==> src/rtl/fetch_pkg.sv <==
// fetch_pkg: shared types and constants for the instruction fetch stage
package fetch_pkg;
  localparam int INSTR_W = 32;
  localparam int PC_STEP = 4;
  localparam int FETCH_Q_DEPTH = 2;
  localparam int OCC_W = $clog2(FETCH_Q_DEPTH + 1);
  typedef enum logic [1:0] {HOLD, FETCH, DROP} fetch_state_t;
  function automatic logic [31:0] sat_inc(input logic [31:0] v, input logic en);
    return (en && v != 32'hFFFF_FFFF) ? v + 32'd1 : v;
  endfunction
endpackage

==> src/rtl/fetch_queue.sv <==
// fetch_queue: 2-entry {instr, pc} FIFO with registered head, sync flush and occupancy
module fetch_queue
  import fetch_pkg::*;
(
  input  logic               clk,
  input  logic               rst_n,
  input  logic               flush,
  input  logic               push,
  input  logic               pop,
  input  logic [INSTR_W-1:0] push_instr,
  input  logic [31:0]        push_pc,
  output logic               valid,
  output logic [INSTR_W-1:0] head_instr,
  output logic [31:0]        head_pc,
  output logic [OCC_W-1:0]   occ
);
  logic [INSTR_W-1:0] tail_instr;
  logic [31:0]        tail_pc;
  logic [OCC_W-1:0]   occ_d;
  logic               wr_head, wr_tail;
  // a push lands in the head slot when the queue is empty after this cycle's pop
  always_comb begin
    wr_head = push && occ == OCC_W'(pop);
    wr_tail = push && !wr_head;
    occ_d = flush ? '0 : occ + OCC_W'(push) - OCC_W'(pop);
  end
  // head shifts from tail on pop; flush only clears occupancy
  always_ff @(posedge clk or negedge rst_n) begin
    if (!rst_n) begin
      occ <= '0;
      valid <= 1'b0;
      head_instr <= '0;
      head_pc <= '0;
      tail_instr <= '0;
      tail_pc <= '0;
    end else begin
      occ <= occ_d;
      valid <= occ_d != '0;
      if (wr_head) begin
        head_instr <= push_instr;
        head_pc <= push_pc;
      end else if (pop) begin
        head_instr <= tail_instr;
        head_pc <= tail_pc;
      end
      if (wr_tail) begin
        tail_instr <= push_instr;
        tail_pc <= push_pc;
      end
    end
  end
  assert property (@(posedge clk) disable iff (!rst_n) !(push && occ == OCC_W'(FETCH_Q_DEPTH)));
endmodule

==> src/rtl/instr_fetch.sv <==
// instr_fetch: PC + single-outstanding imem fetch FSM feeding a 2-entry queue; FETCH_PERF_EN adds perf counters
module instr_fetch
  import fetch_pkg::*;
#(
  parameter logic [31:0] RESET_PC = 32'h0000_0000
) (
  input  logic               clk,
  input  logic               rst_n,
  output logic               imem_req,
  output logic [31:0]        imem_addr,
  input  logic               imem_ack,
  input  logic [INSTR_W-1:0] imem_rdata,
  input  logic               redirect_valid,
  input  logic [31:0]        redirect_pc,
  output logic               instr_valid,
  output logic [INSTR_W-1:0] instr,
  output logic [31:0]        instr_pc,
  input  logic               instr_ready
`ifdef FETCH_PERF_EN
  ,
  output logic [31:0]        perf_fetched,
  output logic [31:0]        perf_stall
`endif
);
  fetch_state_t     state, state_d;
  logic [31:0]      pc, pc_d, addr_d;
  logic             req_d, push, pop, room, busy;
  logic [OCC_W-1:0] occ;
  assign push = state == FETCH && imem_ack && !redirect_valid;
  assign pop = instr_valid && instr_ready;
  assign room = occ + OCC_W'(push) - OCC_W'(pop) <= OCC_W'(FETCH_Q_DEPTH - 1);
  assign busy = state != HOLD && !imem_ack;
  fetch_queue u_queue (
    .clk(clk),
    .rst_n(rst_n),
    .flush(redirect_valid),
    .push(push),
    .pop(pop),
    .push_instr(imem_rdata),
    .push_pc(imem_addr),
    .valid(instr_valid),
    .head_instr(instr),
    .head_pc(instr_pc),
    .occ(occ)
  );
  // state register
  always_ff @(posedge clk or negedge rst_n) begin
    if (!rst_n) state <= HOLD;
    else state <= state_d;
  end
  // outstanding request waits for ack (redirect turns it into a drop); otherwise fetch if an ack would fit
  always_comb begin
    state_d = busy ? (redirect_valid ? DROP : state) : (redirect_valid || room) ? FETCH : HOLD;
  end
  // next pc / request / address; a dropped request keeps its address while pc already holds the target
  always_comb begin
    pc_d = redirect_valid ? {redirect_pc[31:2], 2'b00} : push ? pc + 32'(PC_STEP) : pc;
    req_d = state_d != HOLD;
    addr_d = state_d == DROP ? imem_addr : pc_d;
  end
  // registered pc and memory request outputs
  always_ff @(posedge clk or negedge rst_n) begin
    if (!rst_n) begin
      pc <= RESET_PC;
      imem_req <= 1'b0;
      imem_addr <= RESET_PC;
    end else begin
      pc <= pc_d;
      imem_req <= req_d;
      imem_addr <= addr_d;
    end
  end
`ifdef FETCH_PERF_EN
  // saturating counts of kept fetches and consumer stall cycles
  always_ff @(posedge clk or negedge rst_n) begin
    if (!rst_n) begin
      perf_fetched <= '0;
      perf_stall <= '0;
    end else begin
      perf_fetched <= sat_inc(perf_fetched, push);
      perf_stall <= sat_inc(perf_stall, instr_valid && !instr_ready);
    end
  end
`endif
endmodule

==> config.mk <==
export PLATFORM = sky130hd
export DESIGN_NAME = instr_fetch
export DESIGN_NICKNAME = d
export VERILOG_FILES = /design/src/rtl/fetch_pkg.sv /design/src/rtl/fetch_queue.sv /design/src/rtl/instr_fetch.sv
export SDC_FILE = /design/constraint.sdc
export NUM_CORES = 1
export LEC_CHECK = 0
export CORE_ASPECT_RATIO = 1.75
export CORE_MARGIN = 1.5
export CORE_UTILIZATION = 51
export CTS_CLUSTER_SIZE = 25
export DETAILED_ROUTE_END_ITERATION = 12
export PLACE_DENSITY = 0.88
export SYNTH_ARGS = -nofsm -noshare
export SYNTH_HDL_FRONTEND = slang
export SYNTH_SLANG_ARGS = --single-unit
==> constraint.sdc <==
create_clock -name clk -period 6.3 [get_ports clk]
set_input_delay 1.26 -clock clk [delete_from_list [all_inputs] [get_ports clk]]
set_output_delay 1.26 -clock clk [all_outputs]
set_load 0.1 [all_outputs]
**Word-level counts from Yosys, hierarchy flattened**

Cells that the tools add are included.

- Reductions and logical operators: 14
- Equal/unequal tests: 3
- Muxes and demuxes: 10
- $add $sub $neg: 3
- Magnitude comparators: 1

Operators by type and width:

| cell | count |
|---|---|
| $mux W32 | 6 |
| $add A32 B3 Y32 const B | 1 |
| $reduce_bool A2 Y1 | 4 |
| $logic_and A1 B1 Y1 | 6 |
| $mux W2 | 3 |
| $logic_not A1 Y1 | 3 |
| $add A2 B1 Y2 | 1 |
| $eq A2 B1 Y1 | 1 |
| $eq A2 B1 Y1 const B | 1 |
| $eq A2 B2 Y1 const B | 1 |
| $le A2 B1 Y1 const B | 1 |
| $sub A2 B1 Y2 | 1 |
| $logic_or A1 B1 Y1 | 1 |
| $mux W1 | 1 |

- Flip-flop bits (word level): 198
- Bits of input ports: 69

**Longest topological paths before layout**

- Depth after elaboration: 10
- Mapped depth: 10
- Gate-level depth less buffers: 7

**Modules after synthesis**

From an unflattened synthesis, not the netlist that was laid out.

- Cells, all modules: 759
- Area total of the unflattened synthesis: 8755.9 um2

By module, submodules not included:

| module | area each (um2) | times used | cells an instance | sequential area each (um2) |
|---|---|---|---|---|
| fetch_queue | 5464.0 | 1 | 425 | 3278.1 |
| instr_fetch | 3291.9 | 1 | 334 | 1676.6 |

**Worst setup path before layout**

No wires, ideal clock.

- Path kind: input-to-reg
- Start: input instr_ready
- End: register u_queue.tail_pc[10]
- Path slack: 2.816 ns
- Path buffers: 3
- Stages: 9
- Data required time: 6.174 ns
- Arrival: 3.359 ns
- Library setup time: 0.126 ns
- Cells stage by stage: nand2_1 > buf_2 > buf_1 > inv_1 > ha_1 > inv_1 > o21ai_2 > buf_2 > mux2_2

- Word-level cells in the longest chain between the ends: 5

RTL lines:

| element | RTL line | text |
|---|---|---|
| from (decl) | instr_fetch.sv:18 | `input logic instr_ready` |
| $logic_and A1 B1 Y1 | instr_fetch.sv:30 | `assign pop = instr_valid && instr_ready;` |
| $eq A2 B1 Y1 | fetch_queue.sv:23 | `wr_head = push && occ == OCC_W'(pop);` |
| $logic_and A1 B1 Y1 | fetch_queue.sv:23 |  |
| $logic_not A1 Y1 | fetch_queue.sv:24 | `wr_tail = push && !wr_head;` |
| $logic_and A1 B1 Y1 | fetch_queue.sv:24 |  |
| to (signal assigned) | fetch_queue.sv:48 | `tail_pc <= push_pc;` |
| to (decl) | fetch_queue.sv:18 | `logic [31:0] tail_pc;` |

No other way between the ends.
A chain may end at the register's enable or synchronous reset.

**Final worst setup path**

- Start: input instr_ready
- End: register u_queue.tail_instr[29]

- Word-level cells in the longest chain between the ends: 5

RTL lines:

| element | RTL line | text |
|---|---|---|
| $logic_and A1 B1 Y1 | instr_fetch.sv:30 |  |
| $eq A2 B1 Y1 | fetch_queue.sv:23 |  |
| $logic_and A1 B1 Y1 | fetch_queue.sv:23 |  |
| $logic_not A1 Y1 | fetch_queue.sv:24 |  |
| $logic_and A1 B1 Y1 | fetch_queue.sv:24 |  |
| to (signal assigned) | fetch_queue.sv:47 | `tail_instr <= push_instr;` |
| to (decl) | fetch_queue.sv:17 | `logic [INSTR_W-1:0] tail_instr;` |

No other way between the ends.

==> results.py <==
metrics = {
    "cells_and_area": {
        "nets": 932,
        "area_growth_syn_to_layout_pct": 27.2,
        "instances_no_fill": 1099,
        "num-fill-cells": 1249,
        "drive_gt1_frac": 0.159,
        "utilization": 0.667,
    },
    "critical_path": {
        "end_kind": "register",
        "crit_required_ns": 6.61,
        "crit_top_cell": "inv_1",
        "path_class": "in -> reg",
        "cp_max_fo": 33,
        "crit_chain": "clkdlybuf4s50_1, nand2_4, inv_1, ha_1, inv_1, o21ai_4, buf_4, mux2_2",
        "crit_slowest_cell": "o21ai_4",
        "start_kind": "input pin",
        "crit_start": "instr_ready",
        "worst_ep_arrival_time_ns": 4.53,
        "r2r_start": "u_queue.valid",
        "critPathMaxStageDelay_ns": 0.87,
    },
    "timing": {
        "hold_viol": 0,
        "max_freq_mhz": 236,
        "period_minus_slack_ns": 4.23,
        "maxSlewViolCount": 0,
        "fin_hold_ws_ns": 0.508,
        "relSlewSlack": 0.239,
        "grt_setup_unrepaired": "no",
        "fin_worst_skew_ns": 0.0127,
        "timing.final.crit_share": 0.671,
        "finalSetupViolCount": 0,
        "worstMarginPinSlew_ns": 1.14,
        "tns_ns": 0,
    },
    "floorplanning": {
        "fp.dieH_um": 175,
        "fp-row-count": 62,
        "dieArea_um2": 17700,
        "io-pin-count": 167,
        "start_util": 0.524,
        "fp.dieW_um": 101,
        "core_um2": 16400,
    },
    "placement": {
        "hpwl_um": 13100,
        "numPortBuffers": 164,
        "gp_congestion": 0.801,
        "dp_cells": 1066,
    },
    "detailed_routing": {
        "routedWlPerCell_um": 17.9,
        "drtIter0Drc": 318,
        "drt-vias-per-instance": 5.44,
        "num_vias": 5977,
        "ant_nets": 0,
        "drt_pass1_iterations": 4,
        "finalWirelength_um": 19600,
        "drc": 0,
    },
    "cts": {
        "cts_tree": "done",
        "clock_sinks": 198,
        "cts_setup_buffers": 0,
        "cts-root-buf": "clkbuf_16",
        "clk_latency_ns": 0.43,
        "hold_buffers": 0,
        "cts-htree-levels": 4,
        "clkTransAtPathRegs_ns": 0.07,
        "cts_max_path_buffers": 2,
        "cts-resized-gates": 0,
        "cts_made_buffers": 17,
    },
    "yosys": {
        "syn_inst": 716,
        "syn_nets": 787,
        "syn_area_um2": 8620,
        "yosysWarnings": 0,
        "ys_ff_latch": 198,
        "synth.avg_cell_area_um2": 12.0,
        "synth-seq-area-share": 0.575,
        "yosysUniqueCellTypes": 37,
    },
    "run": {
        "max-cap-violations": 0,
    },
    "global_routing": {
        "grt.total_usage": 0.230,
        "grt_max_degree": 91,
        "grt-ovfl-total": 0,
        "grt_pass1_wl_um": 31700,
        "grt_pass1_vias": 6288,
        "antenna_found_initial": 1,
    },
    "worst_hold_path": {
        "min_from": "u_queue.tail_pc[11]",
        "hold_path.class": "reg -> reg",
    },
    "status": {
        "status": "completed",
    },
}
## stage by stage
| stage | area [µm²] | worst slack (ns) |
|---|---|---|
| after floorplan | 8620 | 2.82 |
| after global placement | 10400 | 1.62 |
| after detailed placement | 10400 | 1.57 |
| after CTS | 11000 | 2.01 |
| after global routing | 11000 | 1.88 |
| final | 11000 | 2.07 |
## cell usage after synthesis (all sizes together)
master	number	area, µm²
o32ai	1	8.76
or2	2	12.5
buf	31	173
clkbuf	17	63.8
nand4	12	75.1
and3	24	150
nand3b	1	7.51
and4	1	11.3
nor3b	2	15.0
o31ai	1	7.51
and4bb	1	12.5
nor4	2	12.5
nand4b	2	17.5
a21oi	74	370
nor3	3	15.0
mux2	88	991
mux2i	65	651
a221o	16	160
a221oi	4	53.8
dfrtp	198	4950
nor2b	2	12.5
nand3	14	75.1
o21ai	10	53.8
nand2	20	75.1
xnor2	19	166
ha	2	25.0
xor2	11	96.3
nor2	86	323
a21o	1	7.51
inv	6	22.5
## critical path, delay by kind of cell
family	cells	cell delay [ns]
simple gates	1	0.40
fa+ha+maj	1	0.35
mux	1	0.39
compound gates	1	0.87
buf+inv	4	1.22
## layer usage
| metal | global-route usage | routed length, µm |
|---|---|---|
| met5 | 0 | 0 |
| met4 | 0.111 | 664 |
| met3 | 0.0364 | 642 |
| met2 | 0.408 | 10700 |
| met1 | 0.267 | 7650 |
## final cells by class
cell class,count,area [µm²],share of cell area
sequential,198,4950,0.452
clock inverter,14,134,0.0122
multi-input combinational,464,3420,0.312
antenna,1,2.50,0.000228
clock buffer,18,429,0.0391
tap,224,280,0.0256
timing repair buffer,174,1720,0.157
inverter,6,22.5,0.00205
## registers in the layout, summed over array words and instances, names as in the netlist
name                flops
u_queue.tail_pc        32
u_queue.head_instr     32
state                   2
u_queue.head_pc        32
imem_addr              32
imem_req                1
pc                     32
u_queue.valid           1
u_queue.tail_instr     32
u_queue.occ             2
## logic make-up (layout without fill, tap and decap cells)
kind of cell,Yosys count,in the layout,share of synthesized area
AND/OR/NAND/NOR,172,172,0.0945
XOR/XNOR,30,30,0.0305
adder cells (fa/ha/maj),2,2,0.00290
buffers and inverters,54,212,0.0300
other,0,1,0
AO/OA/AOI/OAI,107,107,0.0768
multiplexers,153,153,0.190
flip-flops,198,198,0.575
## worst paths after layout
check                                         end  slack, ns  cells after the start
min                           u_queue.tail_pc[11]       0.51                      1
max in group asynchronous   u_queue.head_instr[3]       4.12                      2
min reg2reg                   u_queue.tail_pc[11]       0.51                      1
min in group asynchronous      u_queue.head_pc[8]       0.89                      1
max reg2reg                u_queue.tail_instr[29]       2.92                      7
max                        u_queue.tail_instr[29]       2.07                      8
## cells in the final DEF, fill, tap and decap left out, types with 2 or more instances in the layout
master,n
a21oi_1,74
a221o_1,16
a221oi_2,3
and3_1,24
buf_4,10
clkbuf_16,17
clkdlybuf4s50_1,163
clkinvlp_4,3
dfrtp_1,198
ha_1,2
inv_1,6
inv_6,4
inv_8,6
mux2_2,88
mux2i_1,65
nand2_1,19
nand3_1,13
nand4_1,12
nand4b_1,2
nor2_1,85
nor2b_1,2
nor3_1,3
nor3b_1,2
nor4_1,2
o21ai_0,9
xnor2_1,19
xor2_1,11
Power is left out: the tool's default activity adds up to more than one toggle a clock period on the data nets, which glitch-free logic cannot reach.
